`src/rtl/reset_release_sequencer.sv`:
```
// Fabric reset sequencer: qualifies PLL lock and the MSS reset, then releases
// NUM_DOMAINS active-low reset domains one at a time in ascending order.
// Each domain gets a settle delay followed by a ready handshake with timeout.
// A soft request re-sequences a domain and every domain above it.
module reset_release_sequencer #(
    parameter int NUM_DOMAINS        = 4,
    parameter int LOCK_FILTER_CYCLES = 16,
    parameter int STAGE_DELAY        = 32,
    parameter int TIMEOUT_CYCLES     = 1000,
    localparam int CUR_W = (NUM_DOMAINS > 1) ? $clog2(NUM_DOMAINS) : 1
) (
    input  logic                   CLK_BASE,
    input  logic                   RESET,
    input  logic                   PLL_LOCK,
    input  logic                   MSS_RESET_N_M2F,
    input  logic [NUM_DOMAINS-1:0] DOMAIN_READY,
    input  logic [NUM_DOMAINS-1:0] SOFT_RESET,
    output logic [NUM_DOMAINS-1:0] DOMAIN_RESET_N,
    output logic                   INIT_DONE,
    output logic                   TIMEOUT_ERR,
    output logic [CUR_W-1:0]       CUR_DOMAIN,
    output logic [2:0]             STATE
);

    localparam int CNT_MAX_A = (LOCK_FILTER_CYCLES > STAGE_DELAY) ? LOCK_FILTER_CYCLES : STAGE_DELAY;
    localparam int CNT_MAX   = (CNT_MAX_A > TIMEOUT_CYCLES) ? CNT_MAX_A : TIMEOUT_CYCLES;
    localparam int CNT_W     = $clog2(CNT_MAX + 1);

    localparam logic [CNT_W-1:0] LOCK_LAST    = CNT_W'(LOCK_FILTER_CYCLES - 1);
    localparam logic [CNT_W-1:0] STAGE_LAST   = CNT_W'(STAGE_DELAY - 1);
    localparam logic [CNT_W-1:0] TIMEOUT_LAST = CNT_W'(TIMEOUT_CYCLES - 1);
    localparam logic [CUR_W-1:0] LAST_DOMAIN  = CUR_W'(NUM_DOMAINS - 1);

    // SOFT_HOLD is the one-cycle pause after a soft request; it reports as STAGE.
    typedef enum logic [2:0] {
        WAIT_LOCK = 3'd0,
        STAGE     = 3'd1,
        ACK       = 3'd2,
        DONE      = 3'd3,
        FAULT     = 3'd4,
        SOFT_HOLD = 3'd5
    } state_t;

    state_t                   state_q, state_nxt;
    logic [CNT_W-1:0]         cnt_q, cnt_nxt;
    logic [CUR_W-1:0]         cur_q, cur_nxt;
    logic [CUR_W-1:0]         soft_k_q, soft_k_nxt;
    logic [CUR_W-1:0]         soft_k_sel;
    logic [NUM_DOMAINS-1:0]   dom_q, dom_nxt;
    logic                     init_q, init_nxt;
    logic                     terr_q, terr_nxt;

    logic                     lock_p0, lock_p1;
    logic                     mss_p0, mss_p1;
    logic [NUM_DOMAINS-1:0]   ready_gate;
    logic [NUM_DOMAINS-1:0]   rdy_p0, rdy_p1;
    logic                     lock_ok;

    // A domain's ready is only sampled once its settle delay has elapsed, so a
    // stale ready left over from before the release can never acknowledge it.
    always_comb begin
        ready_gate = '0;
        if (state_q == ACK) begin
            ready_gate[cur_q] = DOMAIN_READY[cur_q];
        end
    end

    // Two-flop synchronisers for the asynchronous qualifiers and ready acks.
    always_ff @(posedge CLK_BASE or posedge RESET) begin
        if (RESET) begin
            lock_p0 <= 1'b0;
            lock_p1 <= 1'b0;
            mss_p0  <= 1'b0;
            mss_p1  <= 1'b0;
            rdy_p0  <= '0;
            rdy_p1  <= '0;
        end else begin
            lock_p0 <= PLL_LOCK;
            lock_p1 <= lock_p0;
            mss_p0  <= MSS_RESET_N_M2F;
            mss_p1  <= mss_p0;
            rdy_p0  <= ready_gate;
            rdy_p1  <= rdy_p0;
        end
    end

    assign lock_ok = lock_p1 & mss_p1;

    // Lowest requested soft-reset domain; everything at or above it restarts.
    always_comb begin
        soft_k_sel = '0;
        for (int i = NUM_DOMAINS - 1; i >= 0; i--) begin
            if (SOFT_RESET[i]) begin
                soft_k_sel = CUR_W'(i);
            end
        end
    end

    // Next-state and output decode; lock loss outranks soft requests and acks.
    always_comb begin
        state_nxt  = state_q;
        cnt_nxt    = cnt_q;
        cur_nxt    = cur_q;
        soft_k_nxt = soft_k_q;
        dom_nxt    = dom_q;
        terr_nxt   = terr_q;

        if (!lock_ok && (state_q inside {STAGE, SOFT_HOLD, ACK, DONE})) begin
            state_nxt = WAIT_LOCK;
            cnt_nxt   = '0;
            cur_nxt   = '0;
            dom_nxt   = '0;
        end else begin
            case (state_q)
                WAIT_LOCK: begin
                    dom_nxt = '0;
                    if (!lock_ok) begin
                        cnt_nxt = '0;
                    end else if (cnt_q == LOCK_LAST) begin
                        state_nxt  = STAGE;
                        cnt_nxt    = '0;
                        cur_nxt    = '0;
                        dom_nxt[0] = 1'b1;
                    end else begin
                        cnt_nxt = cnt_q + 1'b1;
                    end
                end
                STAGE: begin
                    if (cnt_q == STAGE_LAST) begin
                        state_nxt = ACK;
                        cnt_nxt   = '0;
                    end else begin
                        cnt_nxt = cnt_q + 1'b1;
                    end
                end
                SOFT_HOLD: begin
                    state_nxt         = STAGE;
                    cnt_nxt           = '0;
                    cur_nxt           = soft_k_q;
                    dom_nxt[soft_k_q] = 1'b1;
                end
                ACK: begin
                    if (rdy_p1[cur_q]) begin
                        cnt_nxt = '0;
                        if (cur_q == LAST_DOMAIN) begin
                            state_nxt = DONE;
                        end else begin
                            state_nxt        = STAGE;
                            cur_nxt          = cur_q + 1'b1;
                            dom_nxt[cur_nxt] = 1'b1;
                        end
                    end else if (cnt_q == TIMEOUT_LAST) begin
                        state_nxt      = FAULT;
                        cnt_nxt        = '0;
                        terr_nxt       = 1'b1;
                        dom_nxt[cur_q] = 1'b0;
                    end else begin
                        cnt_nxt = cnt_q + 1'b1;
                    end
                end
                DONE: begin
                    if (SOFT_RESET != '0) begin
                        state_nxt  = SOFT_HOLD;
                        cnt_nxt    = '0;
                        soft_k_nxt = soft_k_sel;
                        for (int i = 0; i < NUM_DOMAINS; i++) begin
                            if (CUR_W'(i) >= soft_k_sel) begin
                                dom_nxt[i] = 1'b0;
                            end
                        end
                    end
                end
                FAULT: begin
                    terr_nxt = 1'b1;
                end
                default: begin
                    state_nxt = WAIT_LOCK;
                    cnt_nxt   = '0;
                    cur_nxt   = '0;
                    dom_nxt   = '0;
                end
            endcase
        end

        init_nxt = (state_nxt == DONE);
    end

    // State, counter and registered outputs.
    always_ff @(posedge CLK_BASE or posedge RESET) begin
        if (RESET) begin
            state_q  <= WAIT_LOCK;
            cnt_q    <= '0;
            cur_q    <= '0;
            soft_k_q <= '0;
            dom_q    <= '0;
            init_q   <= 1'b0;
            terr_q   <= 1'b0;
        end else begin
            state_q  <= state_nxt;
            cnt_q    <= cnt_nxt;
            cur_q    <= cur_nxt;
            soft_k_q <= soft_k_nxt;
            dom_q    <= dom_nxt;
            init_q   <= init_nxt;
            terr_q   <= terr_nxt;
        end
    end

    assign DOMAIN_RESET_N = dom_q;
    assign INIT_DONE      = init_q;
    assign TIMEOUT_ERR    = terr_q;
    assign CUR_DOMAIN     = cur_q;
    assign STATE          = (state_q == SOFT_HOLD) ? STAGE : state_q;

endmodule

```
`config.mk`:
```
export PLATFORM = sky130hd
export DESIGN_NAME = reset_release_sequencer
export DESIGN_NICKNAME = d
export VERILOG_FILES = /design/src/rtl/reset_release_sequencer.sv
export SDC_FILE = /design/constraint.sdc
export NUM_CORES = 1
export LEC_CHECK = 0
export ABC_CLOCK_PERIOD_IN_PS = 3550
export BUFFER_PORTS_ARGS = -buffer_cell sky130_fd_sc_hd__buf_4
export CAP_MARGIN = 20
export CORE_UTILIZATION = 51
export CTS_BUF_LIST = sky130_fd_sc_hd__clkbuf_4 sky130_fd_sc_hd__clkbuf_8
export DETAILED_ROUTE_END_ITERATION = 10
export PLACE_DENSITY = 0.71
export SLEW_MARGIN = 20
export SYNTH_ARGS = -nofsm -noshare
export SYNTH_HDL_FRONTEND = slang
export SYNTH_SLANG_ARGS = --single-unit
```
`constraint.sdc`:
```
create_clock -name CLK_BASE -period 3.55 [get_ports CLK_BASE]
set_clock_uncertainty 0.05 [all_clocks]
set_input_delay 0.8875 -clock CLK_BASE [delete_from_list [all_inputs] [get_ports CLK_BASE]]
set_output_delay 0.8875 -clock CLK_BASE [all_outputs]
set_load 0.005 [all_outputs]
```
==> results of run 1 <==
==> layer usage <==
metal,vias up,track usage [%],routed length [um]
met5,-,0,0
met4,0,7.181,44
met3,5,5.345,226
met2,46,33.93,2040
met1,854,38.77,2332
li1,892,-,-
==> report_power, final <==
| group | internal (mW) | total (mW) | leakage, nW | switching (mW) |
|---|---|---|---|---|
| sequential | 0.403 | 0.408 | 0.477 | 0.00458 |
| combinational | 0.0153 | 0.0377 | 0.489 | 0.0224 |
| clock | 0.185 | 0.321 | 0.0549 | 0.136 |
| total | 0.603 | 0.766 | 1.02 | 0.163 |
==> worst max-delay path, cell delays in order, from the launching register on <==
cell and delay, ns:
dfrtp_1 0.51, mux4_2 0.69, nor4_4 0.38, nor4_2 0.13, or4_1 0.51, a21oi_1 0.15
==> registers in the layout (all words and copies together), names as in the netlist <==
| signal | count |
|---|---|
| CUR_DOMAIN | 2 |
| DOMAIN_RESET_N | 4 |
| INIT_DONE | 1 |
| TIMEOUT_ERR | 1 |
| cnt_q | 10 |
| lock_p0 | 1 |
| lock_p1 | 1 |
| mss_p0 | 1 |
| mss_p1 | 1 |
| rdy_p0 | 4 |
| rdy_p1 | 4 |
| soft_k_q | 2 |
| state_q | 3 |
==> worst max-delay path by stage <==
stage                              from                end
after global routing      CUR_DOMAIN[0]  DOMAIN_RESET_N[3]
after floorplan           CUR_DOMAIN[0]  DOMAIN_RESET_N[3]
after global placement    SOFT_RESET[0]           cnt_q[4]
after detailed placement  SOFT_RESET[0]           cnt_q[4]
after CTS                 CUR_DOMAIN[0]  DOMAIN_RESET_N[3]
final                     CUR_DOMAIN[0]  DOMAIN_RESET_N[3]
==> Yosys cell counts (all sizes together), types with 3 or more instances <==
cell / instances
and3: 6
o211ai: 6
or2: 4
nor2: 16
nand2: 27
nand2b: 3
nor2b: 3
mux2: 3
a22oi: 3
nand3: 4
o21ai: 14
nor3: 6
o22a: 3
inv: 10
o31ai: 4
a211oi: 3
a21oi: 13
dfrtp: 35
ha: 5
nor4: 8
clkbuf: 11
==> cells by family (layout without fill, tap and decap cells) <==
| group | after synthesis | in the layout | synth area share, % |
|---|---|---|---|
| and+or+nand+nor | 93 | 93 | 24.49 |
| AOI/OAI and AO/OA | 65 | 65 | 21.15 |
| DFF | 35 | 35 | 41.82 |
| buffers and inverters | 23 | 43 | 4.242 |
| adders and majority gates | 6 | 6 | 3.465 |
| muxes | 6 | 6 | 4.421 |
| xor gates and xnor gates | 1 | 1 | 0.4182 |
==> final cells by class <==
type                            instances  share of cell area (%)
Clock buffer                            8                   4.336
Inverter                               10                   1.567
Multi-Input combinational cell        171                   47.18
Sequential cell                        35                   36.57
Tap cell                               48                   2.508
Timing Repair Buffer                   25                   7.837
==> metrics.txt, run 1 <==
Synth Cell Area 0.002095 mm2; HPWL Detailed 3.329 mm; Post-CTS Hold Fix Bufs 0; pre-CTS WS 0.9040 ns; area growth from synthesis to layout 14.34%; filler cell count 348; Post-Synthesis Mean Instance Area 9.146 um2; DP Area 0.002291 mm2; H-Tree Depth 2; Worst Hold End rdy_p1[1]; crit end category flip-flop; initial antenna violation count 0; pwr dens 320.0 mW/mm2; TNS Setup 0 ns; Post-Route WL 4.644 mm; PortBufs 22; Final Instance Area 0.002395 mm2; synthesized flop and latch total 35; wire length per cell 15.64 um; proportion of layout cells with a drive suffix above 1 18.47%; WHS 0.2985 ns; Cells after DPL 289; RSZ-0062 raised after global routing false; first-pass GRT wire length 8.148 mm; Reg clk slew, reported paths 0.07 ns; DR vias 1797; post-route non-filler standard cell count 297; reg-to-reg critical path startpoint CUR_DOMAIN[0]; Tot GR Track Use 24.85%; Setup violations, final 0; HP Start rdy_p0[1]; status complete, no violations; hold path depth 0; RePlAce Congestion 0.8892; # resized after CTS 0; max_cap viols 0; fin crit share 70.18%; post-route setup slack 1.059 ns; Synth Instances 229; DR DRC count 0; die area 0.004367 mm2; FF+latch area 875.8 um2; ys async rst share 100.0%; CTS Buf Count 5; Post-synth EDFFs 0; post-synth top area cell dfrtp_1; VDD IR max 246.8 uV; ANT nets after route 0; Syn Nets 246; Worst EP required 3.72 ns; I/O pin total 23; Setup Buffers After CTS 0; R2R Setup Slk 1.06 ns; Seq/Total Area, Yosys 41.82%; largest cells by area after synthesis dfrtp_1 (42%), nand2_1 (4.8%), a21oi_1 (3.1%); min cycle time layout 2.491 ns; Initial Utilization 55.14%; P_leak 1.021 nW; Least-Margin Pin Slew 0.6541 ns; Reg2Reg Depth 5; area of the multi-input gates 0.001130 mm2; dominant synthesized flop cell dfrtp_1; synth unique cells 54; largest net degree at the start of global routing 23; Rel. slew slack 56.39%; most common cell after layout, fill and taps aside dfrtp_1; CP max FO 12; drt via density 6.051; CTS Buffer Depth 2; Total Power 0.7664 mW; Max Clk Rate 401.4 MHz; Worst Path Arrival 2.66 ns; vias in the first global route 1628; Nets 265; Final Hold Fails 0; Die X 66.09 um; Core Footprint 0.003799 mm2; Critical Path Source Type flip-flop; r2r endpoint DOMAIN_RESET_N[3]; Antenna diodes 0; Root Buffer clkbuf_8; # rows 22; GRT Residual Overflow 0; clk sink count 35; Initial DRC Count 139; post-synth top area share 41.82%; Detailed Routing Iterations Pass 1 4; CTS tree built; Slew Limit Fails 0; YS warnings 0; critical path type reg -> reg; commonest non-fill, non-tap cells in the layout dfrtp_1 (35), nand2_1 (27), buf_4 (25); die height 66.09 um; Clock Latency Late Sink 0.29 ns; worst min path class reg -> reg; fin util 63.04%
No activity file was read; power rests on OpenSTA's default activity.
==> run 2, diff against run 1 <==
Settings changed: ABC_CLOCK_PERIOD_IN_PS 3550 to 2180, PLACE_DENSITY 0.71 to 0.74.
Clock period 3.55 ns to 2.18 ns, I/O delays scaled along.
==> metrics.txt, run 2 (synthesis results as in run 1) <==
status complete, no violations; first-pass GRT wire length 8.162 mm (+0.17%); Least-Margin Pin Slew 0.6526 ns (-0.001536 ns); Core Footprint 0.003799 mm2 (unchanged); met3 WL 322 um (+42%); Rel. slew slack 56.04% (-0.36 points); pwr dens 516.5 mW/mm2 (+61%); worst min path class in -> async; die area 0.004367 mm2 (unchanged); Worst Path Arrival 2.25 ns (-0.41 ns); wire length per cell 15.98 um (+2.2%); area growth from synthesis to layout 25.57%; VDD IR max 330.7 uV (+34%); commonest non-fill, non-tap cells in the layout buf_4 (47), dfrtp_1 (34), nand2_1 (27); Max Clk Rate 472.1 MHz (+18%); GRT Residual Overflow 0 (unchanged); Nets 288 (+8.7%); drt via density 6.044 (-0.11%); TNS Setup 0 ns (unchanged); Slew Limit Fails 0 (unchanged); Critical Path Source Type flip-flop; clk sink count 35 (unchanged); crit end category flip-flop; Setup violations, final 0 (unchanged); post-route setup slack 0.06167 ns (-0.9968 ns); H-Tree Depth 2 (unchanged); CTS Buffer Depth 2 (unchanged); vias in the first global route 1727 (+6.1%); Detailed Routing Iterations Pass 1 4 (unchanged); Met1 Wirelength 2.302 mm (-1.3%); Initial Utilization 55.14% (unchanged); Post-CTS Hold Fix Bufs 0 (unchanged); Root Buffer clkbuf_8; max_cap viols 0 (unchanged); WHS 0.2934 ns (-0.005151 ns); Post-Route WL 5.114 mm (+10%); pre-CTS WS 0.07061 ns (-0.8334 ns); Clock Latency Late Sink 0.29 ns (about the same); Final Hold Fails 0 (unchanged); initial antenna violation count 0 (unchanged); min cycle time layout 2.118 ns (-0.3732 ns); RSZ-0062 raised after global routing true; largest net degree at the start of global routing 36 (+57%); critical path type reg -> reg; # rows 22 (unchanged); I/O pin total 23 (unchanged); Tot GR Track Use 25.19% (+0.34 points); Max Used Layer met4; DR vias 1934 (+7.6%); Reg clk slew, reported paths 0.08 ns (about the same); HPWL Detailed 3.591 mm (+7.9%); most common cell after layout, fill and taps aside buf_4; CTS tree built; PortBufs 22 (unchanged); CP max FO 7 (-5); Initial DRC Count 127 (-8.6%); Worst EP required 2.31 ns (-1.41 ns); Antenna diodes 0 (unchanged); proportion of layout cells with a drive suffix above 1 27.94% (+9.5 points); WL met2 2.404 mm (+18%); die height 66.09 um (unchanged); DR DRC count 0 (unchanged); Biggest register cnt_q; CTS Buf Count 5 (unchanged); max reg flops 10 (unchanged); RePlAce Congestion 0.8629 (-3.0%); fin crit share 97.17% (+27 points); ANT nets after route 0 (unchanged); Die X 66.09 um (unchanged); P_leak 1.153 nW (+13%)
[run 2: routing by layer]
layer  vias up  GRT usage, %
met3        11         5.862
met1       909         34.99
met2        74         38.14
li1        940             -
met4         0         9.309
met5         -             0
[run 2: path summary, 6_finish.rpt]
| kind | start | to | slack, ns | cells after the start |
|---|---|---|---|---|
| worst max-delay path | CUR_DOMAIN[0] | CUR_DOMAIN[1] | 0.06 | 5 |
| worst min-delay path | RESET | TIMEOUT_ERR | 0.29 | 3 |
| worst max register to register | CUR_DOMAIN[0] | CUR_DOMAIN[1] | 0.06 | 5 |
| worst min register to register | rdy_p0[0] | rdy_p1[0] | 0.30 | 0 |
| max in group asynchronous | RESET | CUR_DOMAIN[0] | 1.45 | 3 |
| min in group CLK_BASE | rdy_p0[0] | rdy_p1[0] | 0.30 | 0 |
[run 2: through the flow]
stage	cell area, um2	instances	total power, mW	utilization [%]
finish	2630	320	1.358	69.24
global route	2630	320	1.399	69.24
CTS	2564	317	1.365	67.49
detailed placement	2442	309	0.7396	64.30
global placement	2442	309	0.7374	64.30
floorplan	2096	229	0.7068	-
[run 2: final cells by class]
type                       instances  area (um2)
inverter                          10       37.54
tap                               48       60.06
fill                             295        1169
clock inverter                     2       38.79
clock buffer                       6       82.58
timing repair buffer              48       364.1
sequential                        35       877.1
multi-input combinational        171        1170
[run 2: what timing repair did]
action / 4_1_cts / 5_1_grt
setup endpoints to repair: 0 / 14
setup buffers: 0 / 3
hold endpoints to repair: 0 / 0
gates resized for setup: 0 / 13
[run 2: report_power, final]
group	internal [mW]	switching (mW)	leakage, nW	total, mW
Sequential	0.656	0.00761	0.475	0.664
Clock	0.376	0.254	0.0618	0.630
Combinational	0.0264	0.0379	0.616	0.0643
[run 2: worst max-delay path, stage by stage, from the launching register on]
cell and delay [ns]:
dfrtp_2 0.38, mux4_2 0.57, buf_6 0.17, nor2b_1 0.14, a311o_1 0.40, mux2_2 0.29
==> run 3, diff against run 2 <==
Settings changed: CAP_MARGIN 20 to default, CORE_ASPECT_RATIO from default to 1.5, REMOVE_ABC_BUFFERS from default to 1.
==> metrics.txt, run 3 (synthesis results as in run 1) <==
status complete, no violations; H-Tree Depth 2 (unchanged); RSZ-0062 raised after global routing false; DR vias 1929 (-0.26%); post-route setup slack 0.1241 ns (+0.06244 ns); Worst EP required 2.35 ns (+0.04 ns); Clock Latency Late Sink 0.29 ns (about the same); Critical Path Source cnt_q[0]; P_leak 1.158 nW (+0.51%); Setup violations, final 0 (unchanged); initial antenna violation count 0 (unchanged); TNS Setup 0 ns (unchanged); Met1 Wirelength 1.970 mm (-14%); Clock power frac 45.5% (-0.9 points); Max Clk Rate 486.4 MHz (+3.0%); commonest non-fill, non-tap cells in the layout buf_4 (50), dfrtp_1 (35), nand2_1 (27); area of the multi-input gates 0.001130 mm2 (-3.4%); proportion of layout cells with a drive suffix above 1 25.91% (-2.0 points); max reg flops 10 (unchanged); most common cell after layout, fill and taps aside buf_4; Post-Route WL 4.911 mm (-4.0%); R2R Setup Slk 0.12 ns (+0.06 ns); Reg clk slew, reported paths 0.07 ns (about the same); WHS 0.2983 ns (+0.004877 ns); area growth from synthesis to layout 23.78%; die area 0.004373 mm2 (+0.12%); Critical Path Source Type flip-flop; Least-Margin Pin Slew 0.4576 ns (-0.1950 ns); Max Used Layer met4; PortBufs 22 (unchanged); Root Buffer clkbuf_8; ANT nets after route 0 (unchanged); Reg2Reg Depth 7 (+2); CTS Buf Count 5 (unchanged); min cycle time layout 2.056 ns (-0.06244 ns); Detailed Routing Iterations Pass 1 4 (unchanged); filler cell count 336 (+14%); worst min path class in -> async; combinational fraction of design power 4.8% (about the same); Antenna diodes 0 (unchanged); CTS tree built; VDD IR max 557.6 uV (+69%); CP max FO 4 (-3); first-pass GRT wire length 8.017 mm (-1.8%); fin util 66.07% (-3.2 points); RePlAce Congestion 0.8511 (-1.4%); share of power burned in registers 49.8% (+0.9 points); largest net degree at the start of global routing 36 (unchanged); Core Footprint 0.003924 mm2 (+3.3%); max_cap viols 0 (unchanged); Nets 290 (+0.69%); HPWL Detailed 3.629 mm (+1.1%); r2r endpoint DOMAIN_RESET_N[3]; critical path type reg -> reg; fin crit share 94.31% (-2.9 points); switching share of power 21.03% (-1.0 points); end of the critical path DOMAIN_RESET_N[3]; NetSw 0.2806 mW (-6.3%); CTS Buffer Depth 2 (unchanged); Final Hold Fails 0 (unchanged); FF+latch area 875.8 um2 (-0.14%); met3 WL 200 um (-38%); Slew Limit Fails 0 (unchanged); pre-CTS WS 0.05208 ns (-0.01853 ns); Initial Utilization 53.38% (-1.8 points); crit end category flip-flop; Biggest register cnt_q; GRT Residual Overflow 0 (unchanged); I/O pin total 23 (unchanged); drt via density 6.047 (about the same); Total Power 1.334 mW (-1.8%); Initial DRC Count 69 (-46%); wire length per cell 15.39 um (-3.7%); # rows 28 (+27%); Worst Path Arrival 2.22 ns (-0.03 ns); clk sink count 35 (unchanged); vias in the first global route 1802 (+4.3%); DR DRC count 0 (unchanged); Die X 54.33 um (-18%); WL met2 2.653 mm (+10%); Tot GR Track Use 25.32% (+0.13 points); Post-CTS Hold Fix Bufs 0 (unchanged); pwr dens 514.6 mW/mm2 (-0.36%); Rel. slew slack 69.17% (+13 points); reg-to-reg critical path startpoint cnt_q[0]; die height 80.49 um (+22%); internal power 1.053 mW (-0.51%)
[run 3: cell count changes in the layout (fill, tap and decap cells not counted), moves of 2 or more]
cell,before,now
buf_4,47,50
nor4bb_1,0,2
nor4bb_2,2,0
o21ai_0,10,13
o21ai_1,2,0
[run 3: cell type report]
cell class,instances,area share [%]
sequential,35,33.78
inverter,10,1.448
tap,45,2.172
clock inverter,2,1.351
multi-input combinational,171,43.58
timing repair buffer,50,14.48
clock buffer,6,3.185
[run 3: worst min path at each step]
| stage | start | end | slack (ns) | cells past startpoint |
|---|---|---|---|---|
| 4_1_cts | mss_p0 | mss_p1 | 0.30 | 0 |
| 6_report | RESET | cnt_q[3] | 0.30 | 3 |
| 2_1_floorplan | lock_p0 | lock_p1 | 0.28 | 0 |
| 5_1_grt | PLL_LOCK | lock_p0 | 0.30 | 1 |
| 3_5_place_dp | mss_p0 | mss_p1 | 0.29 | 0 |
| 3_3_place_gp | mss_p0 | mss_p1 | 0.28 | 0 |
[run 3: metrics by stage]
stage,cells,area [um2]
3_5_place_dp,310,2467
5_1_grt,319,2592
3_3_place_gp,310,2467
6_report,319,2592
4_1_cts,318,2585
2_1_floorplan,216,2043
[run 3: timing repair]
action / 4_1_cts / 5_1_grt
gates resized for setup: 0 / 0
buffers inserted: 0 / 1
setup endpoints to repair: 0 / 4
[run 3: layer usage]
layer / vias up / global-route usage [%]
li1: 942 / -
met1: 927 / 27.47
met2: 53 / 45.12
met3: 7 / 4.735
met4: 0 / 11.28
met5: - / 0
[run 3: power groups by stage]
stage               combinational (mW)  sequential, mW  clock (mW)
finish                          0.0635           0.664       0.606
global route                    0.0722           0.665       0.650
CTS                             0.0643           0.664       0.622
detailed placement              0.0639           0.677           0
global placement                0.0631           0.677           0
floorplan                       0.0318           0.674           0
[run 3: worst max-delay path, cell delays in order, from the launching register on]
cell	delay, ns
dfrtp_1	0.39
ha_1	0.18
buf_4	0.13
nand4_1	0.20
nor4_4	0.30
nor4_2	0.08
or4_1	0.50
a21oi_1	0.16
